===== src/rtl/fetch_pkg.sv =====
// Shared constants for the instruction-fetch front end: redirect kinds and PC stride.
package fetch_pkg;

    localparam logic [1:0] KIND_BEQ = 2'b00;
    localparam logic [1:0] KIND_BNE = 2'b01;
    localparam logic [1:0] KIND_J   = 2'b10;
    localparam logic [1:0] KIND_JR  = 2'b11;

    localparam int unsigned PC_STEP = 4;

endpackage


===== src/rtl/fetch_queue.sv =====
// Synchronous FIFO holding fetched {pc, instr} pairs; flush empties it in one edge.
module fetch_queue #(
    parameter  int WIDTH = 64,
    parameter  int DEPTH = 4,
    localparam int PTR_W = $clog2(DEPTH),
    localparam int CNT_W = $clog2(DEPTH) + 1
) (
    input  logic             clk,
    input  logic             rst,
    input  logic             push,
    input  logic             pop,
    input  logic             flush,
    input  logic [WIDTH-1:0] wdata,
    output logic [WIDTH-1:0] rdata,
    output logic [CNT_W-1:0] count
);

    logic [WIDTH-1:0] mem [DEPTH];
    logic [PTR_W-1:0] wr_ptr;
    logic [PTR_W-1:0] rd_ptr;
    logic             empty;
    logic             full;
    logic             do_push;
    logic             do_pop;

    assign empty   = (count == '0);
    assign full    = (count == CNT_W'(DEPTH));
    assign do_pop  = pop && !empty;
    assign do_push = push && (!full || do_pop);

    // NOTE: sequential state uses non-blocking assignments so every register samples pre-edge values.
    always_ff @(posedge clk) begin
        if (rst || flush) begin
            wr_ptr <= '0;
            rd_ptr <= '0;
            count  <= '0;
        end else begin
            if (do_push) wr_ptr <= wr_ptr + PTR_W'(1);
            if (do_pop)  rd_ptr <= rd_ptr + PTR_W'(1);
            case ({do_push, do_pop})
                2'b10:   count <= count + CNT_W'(1);
                2'b01:   count <= count - CNT_W'(1);
                default: ;
            endcase
        end
    end

    // NOTE: storage is deliberately not reset; count gates validity so stale words are never consumed.
    always_ff @(posedge clk) begin
        if (do_push && !flush && !rst) mem[wr_ptr] <= wdata;
    end

    assign rdata = mem[rd_ptr];

endmodule


===== src/rtl/fetch_unit.sv =====
// Decoupled fetch stage: PC register, fetch queue towards decode, and redirect resolution from EXEC.
module fetch_unit
    import fetch_pkg::*;
#(
    parameter int                ADDR_W   = 32,
    parameter int                DATA_W   = 32,
    parameter int                FQ_DEPTH = 4,
    parameter logic [ADDR_W-1:0] RESET_PC = '0
) (
    input  logic                      clk,
    input  logic                      rst,
    output logic                      imem_req,
    output logic [ADDR_W-1:0]         imem_addr,
    input  logic [DATA_W-1:0]         imem_rdata,
    output logic                      dec_valid,
    output logic [DATA_W-1:0]         dec_instr,
    output logic [ADDR_W-1:0]         dec_pc,
    input  logic                      dec_ready,
    input  logic                      redir_valid,
    input  logic [1:0]                redir_kind,
    input  logic                      redir_zf,
    input  logic [ADDR_W-1:0]         redir_pc,
    input  logic [ADDR_W-1:0]         redir_imm,
    input  logic [25:0]               redir_addr26,
    input  logic [ADDR_W-1:0]         redir_reg,
    output logic [$clog2(FQ_DEPTH):0] fq_count,
    output logic                      misalign_err,
    output logic [15:0]               flush_count
);

    localparam int                CNT_W    = $clog2(FQ_DEPTH) + 1;
    localparam logic [ADDR_W-1:0] STEP     = ADDR_W'(PC_STEP);
    // Bits above the 256 MB jump segment survive a j; the mask is empty when ADDR_W is 28.
    localparam logic [ADDR_W-1:0] SEG_MASK = ~ADDR_W'(32'h0FFF_FFFF);

    logic [ADDR_W-1:0]        fetch_pc;
    logic [ADDR_W-1:0]        pc_plus4;
    logic [ADDR_W-1:0]        target;
    logic                     kind_taken;
    logic                     taken;
    logic                     pop;
    logic                     jr_misaligned;
    logic [ADDR_W+DATA_W-1:0] head;

    assign pc_plus4      = redir_pc + STEP;
    assign jr_misaligned = (redir_reg[1:0] != 2'b00);

    // NOTE: every always_comb output gets a default first so no path can infer a latch.
    always_comb begin
        kind_taken = 1'b0;
        target     = pc_plus4;
        case (redir_kind)
            KIND_BEQ: begin
                kind_taken = redir_zf;
                target     = pc_plus4 + (redir_imm << 2);
            end
            KIND_BNE: begin
                kind_taken = !redir_zf;
                target     = pc_plus4 + (redir_imm << 2);
            end
            KIND_J: begin
                kind_taken = 1'b1;
                target     = (pc_plus4 & SEG_MASK) | ADDR_W'({redir_addr26, 2'b00});
            end
            KIND_JR: begin
                kind_taken = 1'b1;
                target     = {redir_reg[ADDR_W-1:2], 2'b00};
            end
            default: ;
        endcase
    end

    assign taken     = !rst && redir_valid && kind_taken;
    assign dec_valid = (fq_count != '0);
    assign pop       = dec_valid && dec_ready;
    assign imem_req  = !rst && !taken && ((fq_count < CNT_W'(FQ_DEPTH)) || pop);
    assign imem_addr = fetch_pc;
    assign dec_pc    = head[ADDR_W+DATA_W-1:DATA_W];
    assign dec_instr = head[DATA_W-1:0];

    // A taken redirect discards the head, so the pop is withheld in that cycle.
    fetch_queue #(
        .WIDTH (ADDR_W + DATA_W),
        .DEPTH (FQ_DEPTH)
    ) u_queue (
        .clk   (clk),
        .rst   (rst),
        .push  (imem_req),
        .pop   (pop && !taken),
        .flush (taken),
        .wdata ({fetch_pc, imem_rdata}),
        .rdata (head),
        .count (fq_count)
    );

    always_ff @(posedge clk) begin
        if (rst) begin
            fetch_pc     <= RESET_PC;
            misalign_err <= 1'b0;
            flush_count  <= '0;
        end else begin
            misalign_err <= taken && (redir_kind == KIND_JR) && jr_misaligned;
            if (taken) begin
                fetch_pc <= target;
                if (flush_count != 16'hFFFF) flush_count <= flush_count + 16'd1;
            end else if (imem_req) begin
                fetch_pc <= fetch_pc + STEP;
            end
        end
    end

endmodule

===== config.mk =====
export PLATFORM = sky130hd
export DESIGN_NAME = fetch_unit
export DESIGN_NICKNAME = d
export VERILOG_FILES = /design/src/rtl/fetch_pkg.sv /design/src/rtl/fetch_queue.sv /design/src/rtl/fetch_unit.sv
export SDC_FILE = /design/constraint.sdc
export NUM_CORES = 1
export LEC_CHECK = 0
export BUFFER_PORTS_ARGS = -buffer_cell sky130_fd_sc_hd__buf_2
export CAP_MARGIN = 10
export CORE_MARGIN = 4
export CORE_UTILIZATION = 62
export CTS_BUF_LIST = sky130_fd_sc_hd__clkbuf_8
export DETAILED_ROUTE_END_ITERATION = 12
export GPL_ROUTABILITY_DRIVEN = 1
export HOLD_SLACK_MARGIN = 0.05
export PLACE_DENSITY = 0.85
export SKIP_LAST_GASP = 1
export SLEW_MARGIN = 15
export SYNTH_ARGS = -nofsm -noshare
export SYNTH_HDL_FRONTEND = slang
export SYNTH_HIERARCHICAL = 1
export SYNTH_SLANG_ARGS = --single-unit
export TNS_END_PERCENT = 30

===== constraint.sdc =====
create_clock -name clk -period 10.2 [get_ports clk]
set_input_delay 0.51 -clock clk [delete_from_list [all_inputs] [get_ports clk]]
set_output_delay 0.51 -clock clk [all_outputs]
set_load 0.05 [all_outputs]

==> flow_summary.html, run 1 <==
<table>
<tr><th>Metric</th><th>Value</th></tr>
<tr><th colspan="2">Power</th></tr>
<tr><td>Pwr Total</td><td>2736 uW</td></tr>
<tr><td>P per Cell Area</td><td>157.7 nW/um^2</td></tr>
<tr><td>Static leakage</td><td>roughly 0.0065 uW</td></tr>
<tr><td>Max VDD drop</td><td>between 0.00008 and 0.00009 V</td></tr>
<tr><th colspan="2">Detailed routing</th></tr>
<tr><td>Drt via density</td><td>5.922</td></tr>
<tr><td>Average wire per standard cell</td><td>between 20 and 25 um</td></tr>
<tr><td>Total wirelength of the detailed-routed design</td><td>34,070 um</td></tr>
<tr><td>Iter 0 DRT Violations</td><td>around 990</td></tr>
<tr><td>Post-detailed-route DRC marker count</td><td>0</td></tr>
<tr><td>Total via count after detailed routing</td><td>~10,000</td></tr>
<tr><td>Top Layer Used</td><td>met4</td></tr>
<tr><td>Met3 routed WL</td><td>2430 um</td></tr>
<tr><td>Detailed-router iteration count before antenna repair</td><td>5</td></tr>
<tr><td>Antenna-violating nets left</td><td>0</td></tr>
<tr><td>Metal-1 WL</td><td>14,200 um</td></tr>
<tr><td>Detailed route wirelength on metal2</td><td>about 17,000 um</td></tr>
<tr><th colspan="2">Critical path</th></tr>
<tr><td>Launching instance or port of the critical path</td><td>redir_kind[0]</td></tr>
<tr><td>Kind of critical path</td><td>in2reg</td></tr>
<tr><td>Startpoint class of the critical path</td><td>primary input</td></tr>
<tr><td>Worst Reg-to-Reg Cells</td><td>6</td></tr>
<tr><td>Critical-path maximum fanout</td><td>64</td></tr>
<tr><td>Type of destination of the critical path</td><td>register</td></tr>
<tr><td>FF-to-FF setup slack</td><td>slightly above 7000 ps</td></tr>
<tr><td>Endpoint of the worst-slack reg-to-reg timing path</td><td>u_queue/mem[2][57]</td></tr>
<tr><td>Arrival @ worst endpoint</td><td>between 4000 and 5000 ps</td></tr>
<tr><td>Required time of the worst setup path</td><td>10,360 ps</td></tr>
<tr><td>Origin of the critical flop-to-flop path</td><td>u_queue/count[2]</td></tr>
<tr><th colspan="2">Placed design</th></tr>
<tr><td>Routability Congestion</td><td>between 0.8 and 0.9</td></tr>
<tr><td>IO Port Bufs</td><td>~280</td></tr>
<tr><td>DP Wirelength</td><td>~24,000 um</td></tr>
<tr><th colspan="2">Cells and area</th></tr>
<tr><td>Highest-count cells in the layout ignoring fill and taps</td><td>sky130_fd_sc_hd__buf_2 (276), sky130_fd_sc_hd__edfxtp_1 (256), sky130_fd_sc_hd__nand2_1 (69)</td></tr>
<tr><td>Syn-to-layout area delta</td><td>16.73%</td></tr>
<tr><td>Most common cell after layout, fill and taps aside</td><td>sky130_fd_sc_hd__buf_2</td></tr>
<tr><td>Share of layout cells above drive strength 1</td><td>between 30% and 40%</td></tr>
<tr><td>Utilization of the core after routing</td><td>between 70% and 80%</td></tr>
<tr><td>Number of fillers in the final layout</td><td>1,557</td></tr>
<tr><td>Number of nets in the finished design</td><td>roughly 1,600</td></tr>
<tr><th colspan="2">CTS</th></tr>
<tr><td>Clock root cell</td><td>sky130_fd_sc_hd__clkbuf_8</td></tr>
<tr><td>Post-CTS Resized</td><td>0</td></tr>
<tr><td>Clock Pin Slew Worst Setup and Hold Paths</td><td>roughly 70 ps</td></tr>
<tr><td>H-Tree Level Count</td><td>2</td></tr>
<tr><td>Count of buffers added by post-CTS timing repair for setup</td><td>0</td></tr>
<tr><td>Bufs on Longest Clock Path</td><td>3</td></tr>
<tr><td>Clock latency on the worst-skew pair</td><td>between 500 and 600 ps</td></tr>
<tr><td>Number of sinks driven by the clock tree</td><td>roughly 310</td></tr>
<tr><td>Number of buffers created by CTS</td><td>45</td></tr>
<tr><td>Post-CTS Hold Buffers</td><td>0</td></tr>
<tr><td>TritonCTS clock tree</td><td>yes</td></tr>
<tr><th colspan="2">STA</th></tr>
<tr><td>Transition time at the pin with the least slew margin</td><td>around 1000 ps</td></tr>
<tr><td>Setup violation total in the final timing report</td><td>0</td></tr>
<tr><td>Total Neg Setup Slack</td><td>0 ps</td></tr>
<tr><td>Number of pins exceeding their max-slew limit in the final report</td><td>0</td></tr>
<tr><td>Count of final hold-check violations</td><td>0</td></tr>
<tr><td>Tcrit/Tclk final</td><td>between 40% and 50%</td></tr>
<tr><td>Clk_skew</td><td>approximately 14 ps</td></tr>
<tr><td>Minimum clock period after layout</td><td>4220 ps</td></tr>
<tr><td>Worst slew margin</td><td>about 33%</td></tr>
<tr><td>Setup repair after global routing missed its margin</td><td>no</td></tr>
<tr><td>Fmax</td><td>about 0.24 GHz</td></tr>
<tr><th colspan="2">Global route</th></tr>
<tr><td>Pin count of the biggest net entering global routing</td><td>65</td></tr>
<tr><td>Total congestion overflow after global routing</td><td>0</td></tr>
<tr><td>Global-route usage over all layers</td><td>about a quarter</td></tr>
<tr><td>Antenna violations before repair</td><td>1</td></tr>
<tr><td>Vias in the first global route</td><td>roughly 10,000</td></tr>
<tr><td>Wire length of the first global-routing pass</td><td>53,530 um</td></tr>
<tr><th colspan="2">Yosys</th></tr>
<tr><td>Mean instance size in the synthesized netlist</td><td>~14 sq um</td></tr>
<tr><td>Netlist Area Pre-Place</td><td>14,860 sq um</td></tr>
<tr><td>Area leader, netlist</td><td>sky130_fd_sc_hd__edfxtp_1</td></tr>
<tr><td>Top post-synthesis cells by area</td><td>sky130_fd_sc_hd__edfxtp_1 (52%), sky130_fd_sc_hd__mux4_2 (9.7%), sky130_fd_sc_hd__dfxtp_1 (7.8%), sky130_fd_sc_hd__xnor2_1 (3.5%), sky130_fd_sc_hd__ha_1 (3.5%)</td></tr>
<tr><td>Sequential cell area fraction in the yosys report</td><td>59.53%</td></tr>
<tr><td>Share of flip-flops with an asynchronous set or reset</td><td>0%</td></tr>
<tr><td>Total of flip-flops plus latches after synthesis</td><td>314</td></tr>
<tr><td>Post-synth EDFFs</td><td>around 260</td></tr>
<tr><td>Dominant synthesized flop cell</td><td>sky130_fd_sc_hd__edfxtp_1</td></tr>
<tr><td>Cells after Synth</td><td>roughly 1,100</td></tr>
<tr><td>Ys Warns</td><td>6</td></tr>
<tr><td>Number of different library cells in the post-synthesis netlist</td><td>74</td></tr>
<tr><td>Area fraction of the dominant cell type after synthesis</td><td>51.72%</td></tr>
<tr><td>Synthesized Nets</td><td>approximately 1,300</td></tr>
<tr><th colspan="2">Die</th></tr>
<tr><td>Vert. Die Dim</td><td>around 160 um</td></tr>
<tr><td>Die W</td><td>around 160 um</td></tr>
<tr><td>Number of standard-cell rows in the floorplan</td><td>56</td></tr>
<tr><td>Number of top-level pins</td><td>approximately 280</td></tr>
<tr><td>Starting density of the core</td><td>63.14%</td></tr>
<tr><td>Die Footprint</td><td>26,520 sq um</td></tr>
<tr><td>Core area</td><td>around 24,000 sq um</td></tr>
<tr><th colspan="2">Hold path</th></tr>
<tr><td>Cell count of the worst hold path</td><td>1</td></tr>
<tr><td>Tightest Hold Check Type</td><td>in2reg</td></tr>
<tr><td>Worst Hold End</td><td>u_queue/mem[0][20]</td></tr>
<tr><td>Startpoint of the tightest hold check path</td><td>imem_rdata[20]</td></tr>
<tr><th colspan="2">Run status</th></tr>
<tr><td>Result of the run</td><td>complete, no violations</td></tr>
<tr><th colspan="2">Run</th></tr>
<tr><td>Number of maximum-capacitance constraint violations</td><td>0</td></tr>
</table>
## worst max-delay path by stage
stage                         endpoint  slack (ps)
detailed placement  u_queue/mem[3][26]        5430
CTS                 u_queue/mem[2][57]        6020
global placement    u_queue/mem[2][26]        5480
finish              u_queue/mem[2][57]        5980
global route        u_queue/mem[2][57]        5790
floorplan                imem_addr[29]        6640
## per-layer routing
| metal | vias up | global-route usage (%) |
|---|---|---|
| li1 | 4705 | - |
| met3 | 64 | 4.075 |
| met5 | - | 0 |
| met4 | 0 | 8.349 |
| met1 | 4879 | 36.25 |
| met2 | 437 | 41.74 |
## metrics by stage
step,std cells,instance area (sq um),worst slack (ps),hold slack (ps)
after global placement,1621,16510,5476,478.7
after detailed placement,1621,16510,5434,499.2
after floorplan,1065,14860,6643,484.7
after CTS,1702,17350,6023,135.2
after global routing,1703,17350,5789,146.2
final,1703,17350,5980,174.1
## state kept, by name (all words and copies together) (netlist names), named ones only
register / count
flush_count: 16
imem_addr: 32
misalign_err: 1
u_queue/count: 3
u_queue/mem: 256
u_queue/rd_ptr: 2
u_queue/wr_ptr: 2
## critical path, stage by stage
cell	delay, ps
sky130_fd_sc_hd__buf_2	670
sky130_fd_sc_hd__xor2_1	220
sky130_fd_sc_hd__o21ai_4	170
sky130_fd_sc_hd__buf_4	400
sky130_fd_sc_hd__inv_2	310
sky130_fd_sc_hd__or3_1	600
sky130_fd_sc_hd__inv_2	330
sky130_fd_sc_hd__and2_4	250
sky130_fd_sc_hd__and3_4	840
## synthesized netlist by cell type (all sizes together), types with 4 or more instances
cell and number:
or3 9, a211oi 19, nand3 38, clkbuf 25
inv 18, xor2 38, and4 5, xnor2 59
mux4 64, and3 20, o211ai 10, nor4 6
o31ai 5, nand2 69, nand4 27, a21oi 52
nand2b 5, mux2i 26, o21ai 28, buf 19
nor2 66, edfxtp 256, a31oi 12, and2 6
mux2 6, ha 41, nor2b 4, dfxtp 58
a21o 13, nor3 15
## kinds of logic after synthesis
kind of cell               share of synthesized area [%]
DFF                                                59.53
and+or+nand+nor                                    9.503
xor gates and xnor gates                           5.716
adders and majority gates                          3.721
AOI/OAI and AO/OA                                  7.837
buffers and inverters                              1.793
muxes                                              11.90
## cell type report
| cell class | instances | area (sq um) | share of cell area, % |
|---|---|---|---|
| Antenna cell | 1 | 2.502 | 0.01442 |
| Clock buffer | 51 | 701.9 | 4.045 |
| Clock inverter | 30 | 133.9 | 0.7716 |
| Inverter | 18 | 67.56 | 0.3894 |
| Multi-Input combinational cell | 689 | 5772 | 33.26 |
| Sequential cell | 314 | 8856 | 51.04 |
| Tap cell | 319 | 399.1 | 2.300 |
| Timing Repair Buffer | 281 | 1419 | 8.177 |
## power by group
part / switching (uW) / internal [uW] / total (uW)
Clock: 443 / 460 / 903
Sequential: 32.2 / 1420 / 1460
Combinational: 246 / 131 / 377
(Power assumes the default switching activity.)
==> run 2: changes to the inputs <==
- CORE_UTILIZATION: 62 -> 58
- PLACE_DENSITY: 0.85 -> 0.8
- clock period: 10.2 -> 4.05 ns (I/O delays scaled with it)
==> run 2 against run 1 <==
  * Wire length grew 5.5%
  * Clock skew up 14 ps
  * Utilization shrank 2.8 points
  * Critical path depth rose by 6
  * Hold slack got worse by 77 ps
  * Critical path type unchanged
  * Critical endpoint is now imem_addr[30]
  * Largest cell class unchanged
==> flow_summary.html, run 2 (synthesized netlist as in run 1, its figures left out) <==
<table>
<tr><th>Metric</th><th>Value</th></tr>
<tr><th colspan="2">Die</th></tr>
<tr><td>Die Footprint</td><td>28,250 sq um (was 26,520 sq um)</td></tr>
<tr><td>Vert. Die Dim</td><td>168.1 um (was 162.8 um)</td></tr>
<tr><td>Number of top-level pins</td><td>279 (unchanged)</td></tr>
<tr><td>Number of standard-cell rows in the floorplan</td><td>58 (was 56)</td></tr>
<tr><td>Die W</td><td>168.1 um (was 162.8 um)</td></tr>
<tr><td>Starting density of the core</td><td>59.03% (was 63.14%)</td></tr>
<tr><td>Core area</td><td>25,180 sq um (was 23,540 sq um)</td></tr>
<tr><th colspan="2">Hold path</th></tr>
<tr><td>Cell count of the worst hold path</td><td>4 (was 1)</td></tr>
<tr><td>Tightest Hold Check Type</td><td>in2reg (unchanged)</td></tr>
<tr><th colspan="2">Placed design</th></tr>
<tr><td>Routability Congestion</td><td>0.9259 (was 0.8940)</td></tr>
<tr><td>DP Wirelength</td><td>24,970 um (was 24,180 um)</td></tr>
<tr><td>Total placed cells including tap cells</td><td>1,636 (was 1,621)</td></tr>
<tr><td>IO Port Bufs</td><td>276 (unchanged)</td></tr>
<tr><th colspan="2">Global route</th></tr>
<tr><td>Total congestion overflow after global routing</td><td>0 (unchanged)</td></tr>
<tr><td>Global-route usage over all layers</td><td>25.39% (was 25.72%)</td></tr>
<tr><td>Vias in the first global route</td><td>10,590 (was 9,971)</td></tr>
<tr><td>Pin count of the biggest net entering global routing</td><td>65 (unchanged)</td></tr>
<tr><td>Wire length of the first global-routing pass</td><td>56,790 um (was 53,530 um)</td></tr>
<tr><td>Antenna violations before repair</td><td>0 (was 1)</td></tr>
<tr><th colspan="2">Critical path</th></tr>
<tr><td>Critical Path, Cell by Cell</td><td>buf_2 -&gt; nand4_1 -&gt; nor4_1 -&gt; buf_4 -&gt; nand4_1 -&gt; xnor2_1 -&gt; ha_1 -&gt; and3_1 -&gt; and4_1 -&gt; a32oi_1 -&gt; nand4_1 -&gt; a31oi_1 -&gt; o21ai_0 -&gt; a2111oi_0 -&gt; o31ai_1 (was buf_2 -&gt; xor2_1 -&gt; o21ai_4 -&gt; buf_4 -&gt; inv_2 -&gt; or3_1 -&gt; inv_2 -&gt; and2_4 -&gt; and3_4)</td></tr>
<tr><td>Required time of the worst setup path</td><td>4470 ps (was 10,360 ps)</td></tr>
<tr><td>Worst Reg-to-Reg Cells</td><td>5 (was 6)</td></tr>
<tr><td>Biggest cell delay along the critical path</td><td>440 ps (was 840 ps)</td></tr>
<tr><td>Cell occurring most often along the worst timing path</td><td>sky130_fd_sc_hd__nand4_1 (was sky130_fd_sc_hd__inv_2)</td></tr>
<tr><td>Kind of critical path</td><td>in2reg (unchanged)</td></tr>
<tr><td>Slowest CP cell</td><td>sky130_fd_sc_hd__a2111oi_0 (was sky130_fd_sc_hd__and3_4)</td></tr>
<tr><td>Critical-path maximum fanout</td><td>6 (was 64)</td></tr>
<tr><td>Arrival @ worst endpoint</td><td>3600 ps (was 4380 ps)</td></tr>
<tr><td>Type of destination of the critical path</td><td>register (unchanged)</td></tr>
<tr><td>Startpoint class of the critical path</td><td>primary input (unchanged)</td></tr>
<tr><th colspan="2">Cells and area</th></tr>
<tr><td>Register containing the most flip-flops in the final layout</td><td>u_queue/mem (unchanged)</td></tr>
<tr><td>Sequential Area</td><td>8856 sq um (unchanged)</td></tr>
<tr><td>Highest-count cells in the layout ignoring fill and taps</td><td>sky130_fd_sc_hd__buf_2 (276), sky130_fd_sc_hd__edfxtp_1 (256), sky130_fd_sc_hd__nand2_1 (69) (unchanged)</td></tr>
<tr><td>Number of nets in the finished design</td><td>1,599 (was 1,553)</td></tr>
<tr><td>Most common cell after layout, fill and taps aside</td><td>sky130_fd_sc_hd__buf_2 (unchanged)</td></tr>
<tr><td>Area occupied by multi-input gates</td><td>5772 sq um (unchanged)</td></tr>
<tr><td>Syn-to-layout area delta</td><td>20.14% (was 16.73%)</td></tr>
<tr><td>Number of fillers in the final layout</td><td>1,728 (was 1,557)</td></tr>
<tr><td>Flip-flop count of the largest register after layout</td><td>256 (unchanged)</td></tr>
<tr><td>Total inserted antenna cells</td><td>0 (was 1)</td></tr>
<tr><td>Share of layout cells above drive strength 1</td><td>30.96% (was 31.45%)</td></tr>
<tr><td>Number of cells in the finished layout apart from fillers</td><td>1,761 (was 1,703)</td></tr>
<tr><th colspan="2">STA</th></tr>
<tr><td>Transition time at the pin with the least slew margin</td><td>999.3 ps (was 998.8 ps)</td></tr>
<tr><td>Fmax</td><td>between 0.3 and 0.4 GHz</td></tr>
<tr><td>Number of pins exceeding their max-slew limit in the final report</td><td>0 (unchanged)</td></tr>
<tr><td>Total Neg Setup Slack</td><td>0 ps (unchanged)</td></tr>
<tr><td>Tcrit/Tclk final</td><td>78.46%</td></tr>
<tr><td>Count of final hold-check violations</td><td>0 (unchanged)</td></tr>
<tr><td>Clk_skew</td><td>27.97 ps (was 13.99 ps)</td></tr>
<tr><td>Worst slew margin</td><td>33.38% (was 33.42%)</td></tr>
<tr><td>Setup violation total in the final timing report</td><td>0 (unchanged)</td></tr>
<tr><td>Setup repair after global routing missed its margin</td><td>no (unchanged)</td></tr>
<tr><td>Minimum clock period after layout</td><td>3178 ps</td></tr>
<tr><th colspan="2">Power</th></tr>
<tr><td>Max VDD drop</td><td>0.0002676 V (was 0.00008090 V)</td></tr>
<tr><td>P per Cell Area</td><td>396.7 nW/um^2 (was 157.7 nW/um^2)</td></tr>
<tr><td>Static leakage</td><td>0.006718 uW (was 0.006482 uW)</td></tr>
<tr><th colspan="2">CTS</th></tr>
<tr><td>Clock root cell</td><td>sky130_fd_sc_hd__clkbuf_8 (unchanged)</td></tr>
<tr><td>Number of sinks driven by the clock tree</td><td>314 (unchanged)</td></tr>
<tr><td>Bufs on Longest Clock Path</td><td>3 (unchanged)</td></tr>
<tr><td>H-Tree Level Count</td><td>2 (unchanged)</td></tr>
<tr><td>Number of buffers created by CTS</td><td>49 (was 45)</td></tr>
<tr><td>Clock Pin Slew Worst Setup and Hold Paths</td><td>70 ps (about the same)</td></tr>
<tr><td>Post-CTS Hold Buffers</td><td>38 (was 0)</td></tr>
<tr><td>Post-CTS Resized</td><td>0 (unchanged)</td></tr>
<tr><td>TritonCTS clock tree</td><td>yes (unchanged)</td></tr>
<tr><td>Clock latency on the worst-skew pair</td><td>550 ps (about the same)</td></tr>
<tr><td>Count of buffers added by post-CTS timing repair for setup</td><td>0 (unchanged)</td></tr>
<tr><th colspan="2">Detailed routing</th></tr>
<tr><td>Post-detailed-route DRC marker count</td><td>0 (unchanged)</td></tr>
<tr><td>Detailed-router iteration count before antenna repair</td><td>6 (was 5)</td></tr>
<tr><td>Average wire per standard cell</td><td>20.41 um (was 20.01 um)</td></tr>
<tr><td>Antenna-violating nets left</td><td>0 (unchanged)</td></tr>
<tr><td>Total wirelength of the detailed-routed design</td><td>35,950 um (was 34,070 um)</td></tr>
<tr><td>Drt via density</td><td>5.836 (was 5.922)</td></tr>
<tr><td>Total via count after detailed routing</td><td>10,280 (was 10,090)</td></tr>
<tr><td>Iter 0 DRT Violations</td><td>987 (was 993)</td></tr>
<tr><th colspan="2">Run</th></tr>
<tr><td>Number of maximum-capacitance constraint violations</td><td>0 (unchanged)</td></tr>
<tr><th colspan="2">Run status</th></tr>
<tr><td>Result of the run</td><td>complete, no violations (unchanged)</td></tr>
</table>
==> run 2: metal layers <==
| layer | share of wire [%] | up-vias | global-route usage [%] |
|---|---|---|---|
| li1 | - | 4806 | - |
| met1 | 42 | 4965 | 35.56 |
| met2 | 49 | 460 | 42.09 |
| met3 | 6.8 | 46 | 3.945 |
| met4 | 2.1 | 0 | 6.916 |
| met5 | 0 | - | 0 |
==> run 2: power by group <==
part	leakage, uW	total [uW]	internal [uW]	switching (uW)
registers	0.00280	3670	3590	82.7
logic	0.00337	988	355	633
clock network	0.000541	2420	1270	1150
==> run 2: area by class of cell <==
cell class	instances	area share, %
Multi-Input combinational cell	689	32.32
Tap cell	330	2.312
Clock buffer	53	4.085
Inverter	18	0.3783
Sequential cell	314	49.59
Timing Repair Buffer	323	10.31
Clock inverter	34	1.002
==> run 2: critical path, delay by kind of cell <==
kind / cells / cell delay (ps)
fa+ha+maj: 1 / 340
compound gates: 5 / 1250
buf+inv: 2 / 320
simple gates: 6 / 1340
xor+xnor: 1 / 140
==> run 2: worst paths after layout <==
kind | from | endpoint | slack [ps]
setup / recovery | redir_pc[4] | imem_addr[30] | 870
hold / removal | redir_addr26[25] | imem_addr[27] | 100
setup reg to reg | u_queue/count[2] | u_queue/mem[0][46] | 1040
hold reg to reg | flush_count[1] | flush_count[1] | 500
==> run 2: metrics by stage <==
| step | total power [uW] | util [%] | setup slack [ps] | area, sq um | hold WS [ps] |
|---|---|---|---|---|---|
| 3_5_place_dp | 4692 | 65.80 | 366.5 | 16570 | 419.7 |
| 2_1_floorplan | 4373 | - | 800.7 | 14860 | 301.4 |
| 5_1_grt | 7413 | 70.92 | 657.2 | 17860 | 91.89 |
| 6_report | 7084 | 70.92 | 872.5 | 17860 | 97.42 |
| 4_1_cts | 7137 | 70.92 | 933.8 | 17860 | 60.19 |
| 3_3_place_gp | 4671 | 65.80 | 419.1 | 16570 | 417.9 |
